File: config.mk
export PLATFORM = sky130hd
export DESIGN_NAME = check_packets
export DESIGN_NICKNAME = d
export VERILOG_FILES = /design/src/rtl/check_packets_pkg.sv /design/src/rtl/check_packets_fifo.sv /design/src/rtl/check_packets.sv
export SDC_FILE = /design/constraint.sdc
export NUM_CORES = 1
export LEC_CHECK = 0
export CORE_MARGIN = 2
export CORE_UTILIZATION = 50
export DETAILED_ROUTE_END_ITERATION = 6
export PLACE_DENSITY = 0.85
export REMOVE_ABC_BUFFERS = 1
export SLEW_MARGIN = 20
export SYNTH_ARGS = -nofsm -noshare
export SYNTH_HDL_FRONTEND = slang
export SYNTH_SLANG_ARGS = --single-unit
File: constraint.sdc
create_clock -name i_clk -period 8.25 [get_ports i_clk]
set_input_delay 0.825 -clock i_clk [delete_from_list [all_inputs] [get_ports i_clk]]
set_output_delay 0.825 -clock i_clk [all_outputs]
set_load 0.005 [all_outputs]
File: src/rtl/check_packets_pkg.sv
// Shared USB PID constants and PID class decoding for the packet scoreboard.
package check_packets_pkg;

    localparam int PID_W = 4;
    localparam int CNT_W = 16;

    typedef enum logic [3:0] {
        PID_RSVD  = 4'b0000,
        PID_OUT   = 4'b0001,
        PID_IN    = 4'b1001,
        PID_SOF   = 4'b0101,
        PID_SETUP = 4'b1101,
        PID_DATA0 = 4'b0011,
        PID_DATA1 = 4'b1011,
        PID_ACK   = 4'b0010,
        PID_NAK   = 4'b1010,
        PID_STALL = 4'b1110
    } pid_e;

    typedef enum logic [1:0] {
        CLS_TOKEN,
        CLS_DATA,
        CLS_HSK,
        CLS_OTHER
    } pid_class_e;

    function automatic pid_class_e pid_class(input logic [3:0] pid);
        pid_class_e cls;
        case (pid)
            PID_OUT, PID_IN, PID_SOF, PID_SETUP: cls = CLS_TOKEN;
            PID_DATA0, PID_DATA1:                cls = CLS_DATA;
            PID_ACK, PID_NAK, PID_STALL:         cls = CLS_HSK;
            default:                             cls = CLS_OTHER;
        endcase
        return cls;
    endfunction

endpackage

File: src/rtl/check_packets_fifo.sv
// Expected-packet FIFO; pointers carry a wrap bit so full and empty are distinguishable.
module check_packets_fifo #(
    parameter int W     = 8,
    parameter int DEPTH = 4
) (
    input  logic         i_clk,
    input  logic         i_rst,
    input  logic         i_push,
    input  logic         i_pop,
    input  logic [W-1:0] i_wdata,
    output logic [W-1:0] o_rdata,
    output logic         o_full,
    output logic         o_empty
);
    localparam int AW = $clog2(DEPTH);

    logic [AW:0]  r_wptr, r_rptr;
    logic [W-1:0] r_mem [DEPTH];
    logic         w_rd, w_wr;

    assign o_empty = (r_wptr == r_rptr);
    assign o_full  = (r_wptr[AW] != r_rptr[AW]) && (r_wptr[AW-1:0] == r_rptr[AW-1:0]);
    // A pop frees the slot this cycle, so a push on a full FIFO still lands.
    assign w_rd    = i_pop && !o_empty;
    assign w_wr    = i_push && (!o_full || w_rd);
    assign o_rdata = r_mem[r_rptr[AW-1:0]];

    always_ff @(posedge i_clk or negedge i_rst) begin
        if (!i_rst) begin
            r_wptr <= '0;
            r_rptr <= '0;
        end else begin
            if (w_wr) r_wptr <= r_wptr + 1'b1;
            if (w_rd) r_rptr <= r_rptr + 1'b1;
        end
    end

    always_ff @(posedge i_clk) begin
        if (w_wr) r_mem[r_wptr[AW-1:0]] <= i_wdata;
    end

endmodule

File: src/rtl/check_packets.sv
// Packet scoreboard: queues sender packets, compares each received packet against the queue head.
// Optional first-fail PID latch enabled by CHECK_PACKETS_FIRSTERR_EN.
module check_packets
    import check_packets_pkg::*;
#(
    parameter int MAX_PKT = 8,
    parameter int DEPTH   = 4
) (
    input  logic                       i_clk,
    input  logic                       i_rst,
    input  logic                       i_exp_valid,
    input  logic                       i_exp_ready,
    input  logic [3:0]                 i_exp_pid,
    input  logic [8*MAX_PKT-1:0]       i_exp_data,
    input  logic [$clog2(MAX_PKT):0]   i_exp_nBytes,
    input  logic                       i_got_valid,
    input  logic [3:0]                 i_got_pid,
    input  logic [8*MAX_PKT-1:0]       i_got_data,
    input  logic [$clog2(MAX_PKT):0]   i_got_nBytes,
    output logic                       o_chk_valid,
    output logic                       o_chk_pass,
    output logic [15:0]                o_nPass,
    output logic [15:0]                o_nFail,
    output logic                       o_overflow,
    output logic                       o_underflow,
    output logic [3:0]                 o_firstErr_exp,
    output logic [3:0]                 o_firstErr_got
);
    localparam int NB_W = $clog2(MAX_PKT) + 1;
    localparam int DW   = 8 * MAX_PKT;
    localparam int EW   = PID_W + DW + NB_W;

    logic              w_push;
    logic              w_full, w_empty;
    logic [EW-1:0]     w_head;
    logic [3:0]        w_head_pid;
    logic [DW-1:0]     w_head_data;
    logic [NB_W-1:0]   w_head_nb;
    logic [MAX_PKT-1:0] w_byte_ok;
    logic              w_pass, w_res;

    assign w_push = i_exp_valid && i_exp_ready;

    check_packets_fifo #(.W(EW), .DEPTH(DEPTH)) u_fifo (
        .i_clk   (i_clk),
        .i_rst   (i_rst),
        .i_push  (w_push),
        .i_pop   (i_got_valid),
        .i_wdata ({i_exp_pid, i_exp_data, i_exp_nBytes}),
        .o_rdata (w_head),
        .o_full  (w_full),
        .o_empty (w_empty)
    );

    assign w_head_pid  = w_head[EW-1 -: PID_W];
    assign w_head_data = w_head[NB_W +: DW];
    assign w_head_nb   = w_head[NB_W-1:0];

    // Bytes at or beyond the expected length are don't-care.
    for (genvar b = 0; b < MAX_PKT; b++) begin : g_byte
        assign w_byte_ok[b] = (NB_W'(b) >= w_head_nb) ||
                              (w_head_data[8*b +: 8] == i_got_data[8*b +: 8]);
    end

    always_comb begin
        w_pass = 1'b0;
        case (pid_class(w_head_pid))
            CLS_TOKEN: w_pass = (w_head_pid == i_got_pid) && (w_head_data[10:0] == i_got_data[10:0]);
            CLS_DATA:  w_pass = (w_head_pid == i_got_pid) && (w_head_nb == i_got_nBytes) && (&w_byte_ok);
            CLS_HSK:   w_pass = (w_head_pid == i_got_pid);
            default:   w_pass = 1'b0;
        endcase
    end

    assign w_res = w_pass && !w_empty;

    always_ff @(posedge i_clk or negedge i_rst) begin
        if (!i_rst) begin
            o_chk_valid <= 1'b0;
            o_chk_pass  <= 1'b0;
            o_nPass     <= '0;
            o_nFail     <= '0;
            o_overflow  <= 1'b0;
            o_underflow <= 1'b0;
        end else begin
            o_chk_valid <= i_got_valid;
            o_chk_pass  <= i_got_valid && w_res;
            if (i_got_valid) begin
                if (w_res) begin
                    if (o_nPass != 16'hFFFF) o_nPass <= o_nPass + 16'd1;
                end else begin
                    if (o_nFail != 16'hFFFF) o_nFail <= o_nFail + 16'd1;
                end
            end
            if (w_push && w_full && !i_got_valid) o_overflow <= 1'b1;
            if (i_got_valid && w_empty)           o_underflow <= 1'b1;
        end
    end

`ifdef CHECK_PACKETS_FIRSTERR_EN
    logic r_err_seen;

    always_ff @(posedge i_clk or negedge i_rst) begin
        if (!i_rst) begin
            r_err_seen     <= 1'b0;
            o_firstErr_exp <= '0;
            o_firstErr_got <= '0;
        end else if (i_got_valid && !w_res && !r_err_seen) begin
            r_err_seen     <= 1'b1;
            o_firstErr_exp <= w_empty ? PID_RSVD : w_head_pid;
            o_firstErr_got <= i_got_pid;
        end
    end
`else
    assign o_firstErr_exp = '0;
    assign o_firstErr_got = '0;
`endif

endmodule

==> run metrics, run 1 <==
CP most frequent cell buf_4; Critical Path AT 4830 ps; P_leak between 5 and 6 nW; Post-DRT Antenna Nets 0; crit start category flip-flop; Critical Path Slowest Stage Cell dfrtp_4; global-route wire length before repair 40400 um; Max Slew Vio Count 0; synth warn 0; cts-stage hold buffer count 0; EDFF count, synth around 290; die area 28300 um^2; Final Skew roughly 15 ps; Final GP Congestion 0.800; Hold Path Class in -> async; RSZ-0062 raised after global routing no; Worst-Skew Late Latency 500 ps; Post-Syn Instances around 700; Post-CTS Resized 0; CTS tree yes; Min Hold Slack 479 ps; kind of end point of the critical path flip-flop; crit-path cells buf_4 -> mux4_2 -> ha_1 -> nand2_1 -> o21a_1 -> nor4_1 -> nand4_1 -> o31a_1 -> buf_4 -> nor3_1 -> mux2_2; total core area 26700 um^2; CP max FO 48; Crit Path Category reg -> reg; Synth Area in Compound Gates 0.946%; max-cap violations 0; post-route DRC violation count 0; Num Clock Sinks 330; Cell Rows 60; post-route clock period utilization a little over half; Power Density 296 nW/um^2; fin crit period 4460 ps; post-synthesis simple-gate area fraction ~5.0%; Critical Path RT 8620 ps; top_reg_cell synth edfxtp_1; clock slew at reported path FFs 60 ps; Distinct cells, synth 40; layout cells sized above 1 16.0%; CP delay by family, top flip-flops; Starting DRT DRC Count 669; clk buf depth 3; DRT Pass-1 Iters 5; Post-Syn Area 13500 um^2; TritonCTS buffer count 34; FMAX roughly 220 MHz; mux contribution to synthesized area roughly 13%; adder-cell share of the synthesized area less than 1%; flops & latches, synth 330; Crit path largest cell delay ~1100 ps; initial antenna violation count 2; CTS H-Tree Depth 2; post-synthesis sequential area ratio 71.9%; Final Hold Viols 0; Area after DPL 15700 um^2; DP Worst Slack 3680 ps; Tot GR Track Use 18.7%; share of flip-flops with an asynchronous set or reset 12.7%; initial core utilization between 50% and 60%; largest net degree at the start of global routing 74; drt wl/cell 20.5 um; Syn Area/Cell between 15 and 20 um^2; synth-to-layout area growth 24.5%; Worst-Margin Slew between 1000 and 1500 ps; Die X 168 um; main combinational cell family by area after synthesis multiplexers; design area 16800 um^2; post-synthesis xor/xnor area fraction under 10%; vias 6977; DP HPWL 16700 um; Worst VDD drop 0.000169 V; Die H 168 um; Routed WL about 26000 um; setup TNS 0 ps; I/O pin total 193; clk root buf clkbuf_16; Rel. slew slack 29.8%; status finished clean; Final #Nets roughly 1100; Vias/cell around 5.5; I/O Buffers 184; fillers 1854; post-layout worst setup margin 3790 ps; CP Buf/Inv Count 2; vias in the first global route 7423; GRT overflow 0; Final setup viols 0; Setup Fix Bufs, Post-CTS 0
[power breakdown]
| group | leakage, nW | switching, mW | internal, mW |
|---|---|---|---|
| logic | 1.94 | 0.569 | 0.695 |
| registers | 3.16 | 0.149 | 2.03 |
| clock network | 0.527 | 0.613 | 0.912 |
| total | 5.63 | 1.33 | 3.64 |
[logic make-up (layout without fill, tap and decap cells)]
| logic type | Yosys count | count (layout) |
|---|---|---|
| other | 1 | 9 |
| AOI/OAI and AO/OA | 19 | 19 |
| and+or+nand+nor | 112 | 112 |
| buffers and inverters | 38 | 260 |
| xor gates and xnor gates | 110 | 110 |
| DFF | 330 | 330 |
| adders and majority gates | 9 | 9 |
| muxes | 83 | 83 |
[final timing paths]
| check | from | endpoint | cells past startpoint | slack (ps) |
|---|---|---|---|---|
| setup / recovery | u_fifo.r_rptr[0] | o_nPass[14] | 11 | 3790 |
| hold / removal | i_rst | o_nFail[8] | 1 | 480 |
| setup reg to reg | u_fifo.r_rptr[0] | o_nPass[14] | 11 | 3790 |
| hold reg to reg | o_nFail[9] | o_nFail[9] | 1 | 490 |
| max in group asynchronous | i_rst | u_fifo.r_rptr[0] | 1 | 7090 |
| min in group i_clk | o_nFail[9] | o_nFail[9] | 1 | 490 |
[per-layer routing]
layer  wire [um]  global-route usage (%)  up-vias
met3        1490                    3.39       51
met2       12900                    31.6      230
li1            -                       -     3181
met1       11000                    24.7     3513
met4         748                    6.26        2
met5          11                       0        -
[placed cells by master (no fill, tap or decap), drive strengths merged, types with 4 or more instances in the layout]
cell type      netlist  layout
bufinv               0       4
clkbuf               4      44
clkdlybuf4s50        0     183
mux4                68      68
nor2                 9       9
nor3                10      10
conb                 1       8
nor4                 8       8
edfxtp             288     288
nand3               16      16
inv                  7       9
and3                15      15
ha                   9       9
dfrtp               42      42
nand2               13      13
clkinvlp             0       5
xor2                21      21
buf                 27       9
mux2                 6       6
xnor2               89      89
mux2i                9       9
and2                 9       9
clkinv               0       6
o21ai                5       5
nand4               24      24
nand2b               4       4
[cells in the mapped netlist (all sizes together), types with 3 or more instances]
master	n	area share (%)
a31oi	3	0.14
and2	9	0.42
and3	15	0.70
buf	27	1.3
clkbuf	4	0.11
dfrtp	42	7.8
edfxtp	288	64
ha	9	0.83
inv	7	0.19
mux2	6	0.50
mux2i	9	0.67
mux4	68	11
nand2	13	0.36
nand2b	4	0.19
nand3	16	0.59
nand4	24	1.1
nor2	9	0.25
nor3	10	0.37
nor4	8	0.70
nor4b	3	0.29
o21ai	5	0.19
o22ai	3	0.14
xnor2	89	5.8
xor2	21	1.4
[flip-flops by register name, indices dropped and copies added (netlist names)]
| name | cells |
|---|---|
| u_fifo.r_mem | 288 |
| o_nFail | 16 |
| o_nPass | 16 |
| u_fifo.r_rptr | 3 |
| u_fifo.r_wptr | 3 |
| o_chk_pass | 1 |
| o_chk_valid | 1 |
| o_overflow | 1 |
| o_underflow | 1 |
[metrics by stage]
stage | power (mW) | std cells | utilization, %
global placement | 3.48 | 1211 | 58.6
finish | 4.97 | 1273 | 62.8
CTS | 5.03 | 1272 | 62.8
detailed placement | 3.51 | 1211 | 58.6
global route | 5.21 | 1273 | 62.8
floorplan | 3.15 | 678 | -
[worst register-to-register path, cell delays in order, from the launching register on]
cell and delay, ps:
dfrtp_4 1050, buf_4 640, mux4_2 640, ha_1 300
nand2_1 40, o21a_1 110, nor4_1 260, nand4_1 130
o31a_1 250, buf_4 250, nor3_1 290, mux2_2 380
[layout make-up]
class | count | area [um^2] | share of cell area [%]
Sequential cell | 330 | 9710 | 57.8
Multi-Input combinational cell | 341 | 3620 | 21.5
Timing Repair Buffer | 192 | 1900 | 11.3
Clock buffer | 44 | 910 | 5.42
Tap cell | 341 | 427 | 2.54
Clock inverter | 17 | 206 | 1.23
Inverter | 7 | 26.3 | 0.156
Antenna cell | 1 | 2.50 | 0.0149
(Power assumes the default switching activity.)
==> inputs of run 2 (changes only) <==
- CORE_UTILIZATION: 50 -> 49
- PLACE_DENSITY: 0.85 -> 0.87
- clock period: 8.25 -> 3.8 ns (I/O delays scaled with it)
==> run 2 against run 1 <==
Net effect: non-clock buffer count up 21; worst hold slack lost 470 ps; clock-buffer cell count down 5; clock power rose by 130%; global-route usage up 0.56 points; highest routed layer unchanged; sequential cell count unchanged; die area increased by 2.0%; critical path depth is 1 lower; first-iteration DRC count down 6.6%; via count grew 3.2%; combinational power up 150%; fmax is 27% higher.
==> run metrics, run 2 (synthesis results as in run 1) <==
status finished clean; Final Hold Viols 0; switching share of power between 20% and 30%; Comb pwr share 27.8%; initial core utilization 49.9%; max-cap violations 0; DP HPWL around 18000 um; CTS H-Tree Depth 2; internal power 8.23 mW; Worst VDD drop roughly 0.00042 V; CTS tree yes; post-layout worst setup margin slightly below 300 ps; clk buf depth 3; Cell Count Post-Placement 1224; crit-path cells buf_12 -> mux4_2 -> xnor2_1 -> nand4_1 -> o21ai_0 -> a31oi_1 -> o31a_1 -> buf_4 -> nor4_2 -> xor2_1; Power Density 657 nW/um^2; Final GP Congestion just over 0.8; Final Skew between 15 and 20 ps; I/O Buffers roughly 180; crit start category flip-flop; post-route clock period utilization 92.3%; Pwr Total 11.3 mW; Net Sw Power 3.02 mW; Worst-Skew Late Latency 520 ps; I/O pin total roughly 190; fillers between 1500 and 2000; most frequent cells in the layout edfxtp_1 (288), clkdlybuf4s50_1 (183), xnor2_1 (89), mux4_2 (68), dfrtp_1 (40); Worst-Margin Slew 941 ps; kind of end point of the critical path flip-flop; Sequential Power Share 41.5%; Die X approximately 170 um; CP max FO 25; GRT overflow 0; TritonCTS buffer count 35; Clk pwr share 30.7%; Post-CTS Resized 0; Hold Path Class in -> async; Starting DRT DRC Count 625; fin crit period 3510 ps; total core area between 20000 and 30000 um^2; initial antenna violation count 10; layout cells sized above 1 17.9%; global-route wire length before repair 41600 um; FMAX between 200 and 300 MHz; CP delay by family, top compound AO/OA/AOI/OAI gates; CP Buf/Inv Count 2; Final Core Density between 60% and 70%; max reg flops 288; Vias/cell 5.56; vias 7202; synth-to-layout area growth 26.9%; Routed WL approximately 28000 um; Tot GR Track Use 19.2%; die area 28900 um^2; Post-DRT Antenna Nets 0; Critical Path RT 4220 ps; clk root buf clkbuf_16; Critical Path AT 3930 ps; Num Clock Sinks 330; clock slew at reported path FFs 60 ps; Cell Rows 60; Post-Layout Cell Count 1296; DP Worst Slack 230 ps; largest net degree at the start of global routing 59; Crit Path Category reg -> reg; Die H 170 um; Crit path largest cell delay about 590 ps; Critical Path Slowest Stage Cell dfrtp_4; vias in the first global route 7488; Rel. slew slack 37.3%; drt wl/cell 21.4 um; post-route DRC violation count 0; Max Slew Vio Count 0; DRT Pass-1 Iters 5; area of the multi-input gates 3620 um^2; most common cell after layout, fill and taps aside edfxtp_1; RSZ-0062 raised after global routing no; Final #Nets 1086; P_leak 5.81 nW; Register Area 9710 um^2; Final setup viols 0
==> run 2: cell types whose count changed in the layout (fill, tap and decap cells not counted), moves of 3 or more <==
cell | previous run | this run
buf_4 | 7 | 19
diode_2 | 1 | 4
clkinv_1 | 2 | 6
clkbuf_1 | 9 | 4
clkinvlp_4 | 5 | 1
buf_12 | 0 | 9
==> run 2: worst paths after layout <==
path	end	from	depth (start not counted)	slack, ps
worst min-delay path	o_nFail[4]	i_rst	1	10
min in group i_clk	u_fifo.r_mem[2][21]	i_exp_data[17]	1	490
worst max register to register	o_nPass[9]	u_fifo.r_rptr[0]	10	290
worst max-delay path	o_nPass[9]	u_fifo.r_rptr[0]	10	290
worst min register to register	u_fifo.r_wptr[2]	u_fifo.r_wptr[2]	1	490
max in group asynchronous	u_fifo.r_rptr[0]	i_rst	1	3090
==> run 2: layout make-up <==
cell class | instances | area share [%]
repair buffers | 213 | 12.8
flip-flops and latches | 330 | 56.7
diodes | 4 | 0.0585
inverters | 7 | 0.153
clock buffers | 39 | 5.20
clock inverters | 21 | 1.53
multi-input cells | 341 | 21.1
well taps | 341 | 2.49
==> run 2: timing repair <==
item	in CTS	in global routing
endpoints found under the hold margin	0	0
hold buffers	0	0
buffers inserted	0	8
setup endpoints to repair	0	4
==> run 2: power groups by stage <==
stage | sequential [mW] | combinational [mW] | clock [mW]
floorplan | 4.90 | 1.93 | 0
global placement | 4.76 | 2.96 | 0
detailed placement | 4.79 | 3.01 | 0
CTS | 4.72 | 3.04 | 3.50
global route | 4.71 | 3.38 | 3.64
finish | 4.67 | 3.13 | 3.45
==> run 2: per-stage QoR <==
step | setup TNS, ps | hold WS, ps | area [um^2]
3_5_place_dp | 0 | 460 | 15900
5_1_grt | 0 | 88.1 | 17100
2_1_floorplan | -604790 | 84.4 | 13300
4_1_cts | 0 | 33.8 | 17000
3_3_place_gp | 0 | 452 | 15900
6_report | 0 | 14.2 | 17100
==> run 2: per-layer routing <==
layer | vias up | GRT usage [%] | part of all wire (%)
met2 | 271 | 32.4 | 49
met5 | - | 0 | 0.25
met3 | 60 | 6.21 | 8.4
met1 | 3636 | 24.0 | 40
met4 | 10 | 5.76 | 2.5
li1 | 3225 | - | -
==> inputs of run 3 (changes only) <==
- CTS_BUF_LIST: default -> sky130_fd_sc_hd__clkbuf_8 sky130_fd_sc_hd__clkbuf_16
- SYNTH_HIERARCHICAL: default -> 1
==> run 3 against run 2 <==
Net effect: first-iteration DRC count is 32% lower; cell count is 3.9% higher; register-to-register slack worse by 50 ps; worst hold slack better by 300 ps; critical path type unchanged; critical endpoint is now o_nPass[1].
==> run metrics, run 3 <==
synth warn 6; Syn Area/Cell ~19 um^2; crit-path cells buf_12 -> mux4_2 -> ha_1 -> nor3_1 -> a21oi_1 -> a2111oi_4 -> o2111ai_1 -> o31ai_4 -> and2_1 -> mux2_1; Cell Rows 61; status finished clean; Starting DRT DRC Count 426; Final Core Density 62.8%; max reg flops 288; Yosys top cell by area edfxtp_1; Crit Path Category reg -> reg; vias in the first global route 7602; Critical Path AT just under 4000 ps; Post-CTS Resized 0; Max Slew Vio Count 0; vias 7318; I/O Buffers 184; R2R Path End o_nPass[1]; Distinct cells, synth 56; flops & latches, synth 330; Worst-Margin Slew 674 ps; initial antenna violation count 7; Rel. slew slack a little over half; Post-Syn Area around 14000 um^2; Crit path largest cell delay roughly 570 ps; initial core utilization about half; main area contributors after synthesis edfxtp_1 (63%), mux4_2 (12%), dfrtp_1 (7.7%); die area 29200 um^2; clock slew at reported path FFs 60 ps; setup TNS 0 ps; EDFF count, synth 288; Post-Layout Cell Count 1346; clk buf depth 3; Power Density around 650 nW/um^2; Pwr Total ~11 mW; P_leak a little under 6 nW; Final Hold Viols 0; GRT overflow 0; fin crit period 3560 ps; clk root buf clkbuf_16; Post-DRT Antenna Nets 0; CTS H-Tree Depth 2; reg2reg start u_fifo/r_rptr[0]; global-route wire length before repair approximately 43000 um; fillers 1958; CP max FO 21; synth cell count leaders edfxtp_1 (288), xnor2_1 (74), mux4_2 (72); TritonCTS buffer count 35; Critical Path RT 4190 ps; Reg2Reg Setup Slack 240 ps; DRT Pass-1 Iters 4; Worst VDD drop 0.000505 V; most frequent cell after synthesis edfxtp_1; Tot GR Track Use between 10% and 20%; post-route DRC violation count 0; area of the multi-input gates 3760 um^2; R2R cell count 10; kind of end point of the critical path flip-flop; I/O pin total approximately 190; layout cells sized above 1 18.6%; Final Skew 13.0 ps; Die H 171 um; Num Clock Sinks 330; CTS tree yes; Cell Count Post-Placement 1274; Register Area ~9700 um^2; post-synth top area share 63.3%; Routed WL approximately 29000 um; max-cap violations 0; Final #Nets 1094; RSZ-0062 raised after global routing no; Final setup viols 0; drt wl/cell approximately 21 um; crit start category flip-flop; Critical Path Slowest Stage Cell mux4_2; Final GP Congestion 0.804; most common cell after layout, fill and taps aside edfxtp_1; Post-Syn Instances about 710; Min Hold Slack around 310 ps; Vias/cell between 5 and 6; Hold Path Class in -> async; post-route clock period utilization 93.6%; share of flip-flops with an asynchronous set or reset approximately 13%; DP HPWL 19200 um; total core area 27600 um^2; post-synthesis sequential area ratio 71.0%; top_reg_cell synth edfxtp_1; Die X 171 um; synth-to-layout area growth 27.0%; largest net degree at the start of global routing 43; FMAX 281 MHz; most frequent cells in the layout edfxtp_1 (288), clkdlybuf4s50_1 (183), xnor2_1 (74), mux4_2 (72), dfrtp_1 (40); Worst-Skew Late Latency 510 ps
## run 3: cell types whose count changed in the layout (fill, tap and decap cells not counted), moves of 6 or more
| cell | change |
|---|---|
| and3_1 | -6 |
| mux2i_1 | -8 |
| nand3_2 | +7 |
| nor4_1 | +9 |
| nor4_2 | -7 |
| xnor2_1 | -15 |
| xor2_1 | +7 |
## run 3: worst max-delay path by stage
stage | startpoint | end | slack (ps)
4_1_cts | u_fifo/r_rptr[0] | o_nPass[1] | 230
3_3_place_gp | u_fifo/r_rptr[0] | o_nPass[1] | 290
3_5_place_dp | u_fifo/r_rptr[0] | o_nPass[1] | 260
2_1_floorplan | u_fifo/r_rptr[0] | o_nPass[1] | -2430
5_1_grt | u_fifo/r_rptr[0] | o_nPass[1] | 100
6_report | u_fifo/r_rptr[0] | o_nPass[1] | 240
## run 3: logic make-up (layout without fill, tap and decap cells)
logic type	count (synthesis)	count (layout)	synth area share, %
flops	330	330	71.0
simple gates	117	117	5.19
xor+xnor	104	104	6.78
mux	80	80	12.5
buf+inv	42	284	1.79
compound gates	29	29	1.79
fa+ha+maj	10	10	0.916
other cells	1	14	0.0274
## run 3: routing by layer
metal  vias up  global-route usage, %  wire [um]
met5         -                      0         11
met4         2                   6.04        648
met3        54                   5.30       2050
met2       230                   33.3      14500
met1      3731                   25.3      11300
li1       3301                      -          -
## run 3: layout make-up
cell class / count / area share, %
flip-flops and latches: 330 / 55.9
inverters: 7 / 0.159
clock buffers: 36 / 5.13
repair buffers: 213 / 12.6
well taps: 378 / 2.72
multi-input cells: 348 / 21.7
diodes: 6 / 0.0865
clock inverters: 28 / 1.65
## run 3: critical path: cells and delay by family, from the launching register on
kind / cells / cell delay, ps
and+or+nand+nor: 2 / 410
AOI/OAI and AO/OA: 4 / 1250
buffers and inverters: 1 / 210
muxes: 2 / 890
adders and majority gates: 1 / 200
DFF: 1 / 470
## run 3: per-stage QoR
stage,cell area (um^2),setup slack (ps)
2_1_floorplan,13500,-2430
3_3_place_gp,16100,286
3_5_place_dp,16100,263
4_1_cts,17300,233
5_1_grt,17300,101
6_report,17400,242
## run 3: power by group
group          total [mW]  switching [mW]  internal (mW)
Sequential           4.64           0.235           4.41
Clock                3.44            1.33           2.11
Combinational        3.18            1.52           1.65
## run 3: what timing repair did
| action | CTS | global route |
|---|---|---|
| buffers inserted | 0 | 0 |
| endpoints found under the hold margin | 0 | 14 |
| hold buffers | 0 | 1 |
==> RTL edit 1 (settings of run 3) <==
Add a define of `CHECK_PACKETS_FIRSTERR_EN`.
--- a/src/rtl/check_packets.sv
+++ b/src/rtl/check_packets.sv
@@ -1,5 +1,7 @@
 // Packet scoreboard: queues sender packets, compares each received packet against the queue head.
 // Optional first-fail PID latch enabled by CHECK_PACKETS_FIRSTERR_EN.
+`define CHECK_PACKETS_FIRSTERR_EN
+
 module check_packets
     import check_packets_pkg::*;
 #(
Function: changed (Yosys sat finds a counterexample within 4 cycles, from zero or initial values and one cycle with i_rst low).
==> RTL edit 1 against run 3 <==
- sequential cell count increased by 9
- routed wire length decreased by 2.7%
- worst setup slack got worse by 0.11 ns
- global-route usage decreased by 0.79 points
- clock power decreased by 6.1%
- die area increased by 0.44%
- synthesized cell count decreased by 0.28%
- synthesized area increased by 0.45%
- total power increased by 0.15%
- final area increased by 1.3%
==> RTL edit 1: results (changes against run 3) <==
stage	metric	value	unit	change
placed_design	IO Port Bufs	192		+4.3%
cts	clock sink total	339		+2.7%
logic_synthesis	Synth Area in XOR/XNOR	6.572	%	-0.20 points
setup_path	Worst EP arrival	4.06	ns	+0.11 ns
final_layout	invs w/o clock	10		+3
final_layout	multi-input gate count	340		-2.3%
final_layout	Inserted Diodes	5		-1
final_layout	clock buffers	39		+8.3%
power	Power Internal	8146	uW	-0.31%
power	clock network power	3230	uW	-6.1%
setup_path	Max stage delay on crit path	0.52	ns	-0.05 ns
global_route	antenna violations before repair	8		+1
final_layout	Non-clock buffers, area share	13.24	%	+0.60 points
global_route	first-pass GRT wire length	41500	um	-3.7%
power	Net Switching	3133	uW	+1.4%
placed_design	GP Congestion	0.8205		+2.1%
die	Die Width	171.4	um	+0.22%
final_layout	Non-CTS buffers	233		+9.4%
placed_design	pre-CTS setup slack	0.04589	ns	-0.2175 ns
logic_synthesis	Synth area leaders	edfxtp_1, mux4_2, dfrtp_1		
logic_synthesis	post-synthesis cell type count	45		-20%
detailed_routing	drt total wl	27770	um	-2.7%
final_layout	fillers	1898		-3.1%
setup_path	Max Fanout on Critical Path	13		-38%
setup_path	slowest CP cell	dfrtp_4		
logic_synthesis	post-synthesis mux area share	13.03	%	+0.49 points
setup_path	Worst Reg-to-Reg Cells	12		+2
global_route	number of global-route vias before repair	7609		+0.092%
global_route	Total Routing Usage GR	18.99	%	-0.79 points
sta	hold_ws	0.4271	ns	+0.1128 ns
final_layout	Nets	1119		+2.3%
outcome	status	complete, no violations		
sta	Fin Clk Skew	0.01441	ns	+0.001397 ns
power	peak supply drop	0.4406	mV	-13%
logic_synthesis	post-synthesis async set-or-reset flop share	15.04	%	+2.3 points
final_layout	Final clock-cell share	6.257	%	-0.52 points
final_layout	share of cells above drive strength 1	19.47	%	+0.87 points
setup_path	capturing point of the worst reg2reg path	o_nPass[15]		
global_route	maximum number of pins on one net before global-route repair	41		-4.7%
logic_synthesis	Adder-Cell Fraction of Synth Area	0.9115	%	-0.0041 points
detailed_routing	1st-pass router iterations	5		+1
cts	Inserted Clock Buffers	36		+2.9%
power	P_comb	3320	uW	+4%
sta	Slew HR	54.37	%	-0.12 points
detailed_routing	DR iter-0 viols	575		+35%
power	Leak	0.005987	uW	+1.8%
logic_synthesis	Top FF cell, synth	edfxtp_1		
placed_design	dpl hpwl	18670	um	-2.7%
logic_synthesis	Post-synth top cells	edfxtp_1, mux4_2, xnor2_1, dfrtp_1, xor2_1		
-- RTL edit 1: worst max path at each step --
stage	to	slack, ns	cells past startpoint
after floorplan	o_nFail[1]	-2.18	9
after global placement	o_nPass[15]	0.12	11
after detailed placement	o_nPass[15]	0.05	12
after CTS	o_nPass[15]	0.03	12
after global routing	o_nPass[15]	-0.03	12
final	o_nPass[15]	0.14	12
-- RTL edit 1: cells by family after synthesis --
group                    Yosys count
XOR/XNOR                         103
multiplexers                      87
buffers and inverters             32
AO/OA/AOI/OAI                     28
AND/OR/NAND/NOR                  112
flip-flops                       339
adder cells (fa/ha/maj)           10
-- RTL edit 1: timing repair --
item | 4_1_cts | 5_1_grt
buffers inserted | 0 | 10
setup endpoints to repair | 0 | 22
hold endpoints to repair | 24 | 0
hold buffers | 1 | 0
resized for setup | 0 | 3
-- RTL edit 1: worst max-delay path: cells and delay by family, from the launching register on --
| kind | cells | cell delay, ns |
|---|---|---|
| AOI/OAI and AO/OA | 2 | 0.62 |
| xor gates and xnor gates | 1 | 0.15 |
| buffers and inverters | 2 | 0.30 |
| DFF | 1 | 0.52 |
| muxes | 2 | 0.78 |
| and+or+nand+nor | 5 | 1.16 |
-- RTL edit 1: metrics by stage --
| stage | cell area [um2] | instances |
|---|---|---|
| floorplan | 13620 | 689 |
| global placement | 16350 | 1289 |
| detailed placement | 16350 | 1289 |
| CTS | 17460 | 1354 |
| global route | 17560 | 1364 |
| finish | 17580 | 1369 |
-- RTL edit 1: routing by layer --
metal	global-route usage (%)	routed length [um]	vias up
li1	-	-	3340
met1	23.79	11100	3715
met3	6.075	2473	45
met2	32.31	13710	283
met4	4.753	445	6
met5	0	44	-
==> RTL edit 2 (flow settings as in run 3) <==
Made on the original files. Put one more register stage on the output `o_overflow`. The value now appears one clock later. The other outputs are not delayed to match.
--- a/src/rtl/check_packets.sv
+++ b/src/rtl/check_packets.sv
@@ -29,6 +29,8 @@
     localparam int NB_W = $clog2(MAX_PKT) + 1;
     localparam int DW   = 8 * MAX_PKT;
     localparam int EW   = PID_W + DW + NB_W;
+
+    logic o_overflow_s0;
 
     logic              w_push;
     logic              w_full, w_empty;
@@ -80,7 +82,7 @@
             o_chk_pass  <= 1'b0;
             o_nPass     <= '0;
             o_nFail     <= '0;
-            o_overflow  <= 1'b0;
+            o_overflow_s0 <= 1'b0;
             o_underflow <= 1'b0;
         end else begin
             o_chk_valid <= i_got_valid;
@@ -92,7 +94,7 @@
                     if (o_nFail != 16'hFFFF) o_nFail <= o_nFail + 16'd1;
                 end
             end
-            if (w_push && w_full && !i_got_valid) o_overflow <= 1'b1;
+            if (w_push && w_full && !i_got_valid) o_overflow_s0 <= 1'b1;
             if (i_got_valid && w_empty)           o_underflow <= 1'b1;
         end
     end
@@ -116,5 +118,9 @@
     assign o_firstErr_got = '0;
 `endif
 
+    always_ff @(posedge i_clk) begin
+        o_overflow <= o_overflow_s0;
+    end
+
 endmodule
 
Check against the original RTL: not equivalent (Yosys sat finds a counterexample within 10 cycles, from zero or initial values and one cycle with i_rst low).
==> RTL edit 2 against run 3 <==
- synthesized area rose by 0.15%
- sequential share of layout area rose by 0.64 points
- sequential cell count rose by 1
- combinational power rose by 2%
- non-clock buffer count fell by 3
- fmax fell by 0.29%
- final area fell by 0.93%
- worst setup slack got worse by 0.010 ns
- routed wire length fell by 1.0%
- clock power fell by 10%
- total power fell by 2.6%
- count of clock-buffer cells in the layout fell by 2
- critical endpoint unchanged
- highest routed layer unchanged
==> RTL edit 2: results (changes against run 3) <==
stage	metric	value	unit	change
outcome	status	complete, no violations		
global_route	global route total overflow	0		unchanged
logic_synthesis	post-synthesis cell type count	57		+1.8%
final_layout	share of cells above drive strength 1	17.78	%	-0.82 points
placed_design	placed cell count	1273		-0.078%
global_route	number of global-route vias before repair	7704		+1.3%
final_layout	Nets	1091		-0.27%
hold_path	Hold WC Path Type	input pin to async pin		
sta	Fin Clk Skew	0.01659	ns	+0.003572 ns
sta	final-report setup violation count	0		unchanged
logic_synthesis	Mapped Cells	714		+0.14%
power	Leak	0.005814	uW	-1.2%
final_layout	max reg flops	288		unchanged
logic_synthesis	Seq/Total Area, Yosys	71.02	%	about the same
logic_synthesis	Top FF cell, synth	edfxtp_1		
logic_synthesis	post-synthesis async set-or-reset flop share	12.69	%	-0.038 points
logic_synthesis	Post-synth EDFFs	288		unchanged
final_layout	Post-Layout Cell Count	1335		-0.82%
detailed_routing	DR WL/cell	21.15	um	-0.21%
sta	Final Hold Fails	0		unchanged
setup_path	Max Fanout on Critical Path	32		+52%
cts	Inserted Clock Buffers	34		-2.9%
global_route	met2 Usage GRT	33.54	%	+0.28 points
global_route	Total Routing Usage GR	19.59	%	-0.19 points
cts	CTS max path bufs	3		unchanged
detailed_routing	vias per inst	5.470		+0.60%
power	peak supply drop	0.3864	mV	-24%
placed_design	IO Port Bufs	184		unchanged
cts	CTS Root Cell	clkbuf_16		
global_route	GRT met3 Usage	3.678	%	-1.6 points
placed_design	Cell Area, Placed	16130	um2	about the same
detailed_routing	DR iter-0 viols	584		+37%
placed_design	dpl hpwl	18560	um	-3.3%
placed_design	GP Congestion	0.8126		+1.1%
sta	Slew HR	35.76	%	-19 points
global_route	antenna violations before repair	3		-4
setup_path	Worst EP arrival	3.94	ns	about the same
global_route	M1 GR Usage	24.79	%	-0.55 points
cts	Clock H-tree levels	2		unchanged
cts	clk_lat worst skew	0.51	ns	about the same
detailed_routing	1st-pass router iterations	4		unchanged
logic_synthesis	Post-synth top cells	edfxtp_1, xnor2_1, mux4_2, dfrtp_1, xor2_1		
logic_synthesis	Synth area leaders	edfxtp_1, mux4_2, dfrtp_1		
global_route	first-pass GRT wire length	42890	um	-0.43%
cts	clk slew on worst S/H paths	0.06	ns	about the same
detailed_routing	Residual DRC	0		unchanged
global_route	maximum number of pins on one net before global-route repair	43		unchanged
[RTL edit 2: cell types whose count changed after synthesis]
cell / before / now
dfxtp_1: 0 / 1
[RTL edit 2: metal layers]
metal | part of all wire [%] | routed length [um]
met1 | 39 | 11070
met2 | 51 | 14370
met3 | 6.2 | 1750
met4 | 3.6 | 1019
met5 | 0.085 | 24
[RTL edit 2: through the flow]
stage / utilization (%) / worst slack [ns]
global placement: 58.07 / 0.1306
global route: 62.24 / 0.06809
CTS: 62.09 / 0.03337
finish: 62.24 / 0.2313
floorplan: - / -2.427
detailed placement: 58.36 / 0.05318
[RTL edit 2: final timing paths]
path	from	endpoint	slack, ns	cells past startpoint
max	u_fifo/r_rptr[0]	o_nPass[1]	0.23	11
min	i_rst	o_nPass[6]	0.04	1
max reg2reg	u_fifo/r_rptr[0]	o_nPass[1]	0.23	11
min reg2reg	o_overflow_s0	o_overflow	0.38	0
max in group asynchronous	i_rst	u_fifo/r_rptr[0]	3.05	1
min in group i_clk	o_overflow_s0	o_overflow	0.38	0
[RTL edit 2: layout make-up]
type | instances | area, um2
Multi-Input combinational cell | 348 | 3770
Timing Repair Buffer | 210 | 2166
Clock buffer | 34 | 850.8
Sequential cell | 331 | 9727
Inverter | 7 | 27.53
Tap cell | 378 | 473.0
Fill cell | 1929 | 10430
Clock inverter | 26 | 178.9
Antenna cell | 1 | 2.502
[RTL edit 2: timing repair]
action                                  in CTS  in global routing
hold buffers                                 0                  0
endpoints found under the setup margin       0                  1
gates resized for setup                      0                  2
buffers inserted                             0                  1
[RTL edit 2: cells by family (layout without fill, tap and decap cells)]
family | count (synthesis) | count (layout) | share of synthesized area [%]
xor gates and xnor gates | 104 | 104 | 6.765
and+or+nand+nor | 117 | 117 | 5.184
muxes | 80 | 80 | 12.53
AOI/OAI and AO/OA | 29 | 29 | 1.783
buffers and inverters | 42 | 277 | 1.783
adders and majority gates | 10 | 10 | 0.9142
DFF | 331 | 331 | 71.02
other | 1 | 9 | 0.02740
[RTL edit 2: report_power, final]
group	leakage, uW	total (uW)	internal, uW	switching [uW]
clock network	0.000538	3080	1770	1310
registers	0.00317	4660	4420	232
logic	0.00210	3240	1700	1530
[RTL edit 2: worst max-delay path: stages (launching register included)]
cell,delay [ns]
dfrtp_4,0.46
buf_12,0.24
buf_4,0.21
mux4_2,0.51
xnor2_1,0.17
nand4_1,0.20
o41ai_1,0.36
o2111ai_1,0.21
o31ai_4,0.29
buf_12,0.24
and2_1,0.19
mux2_1,0.32
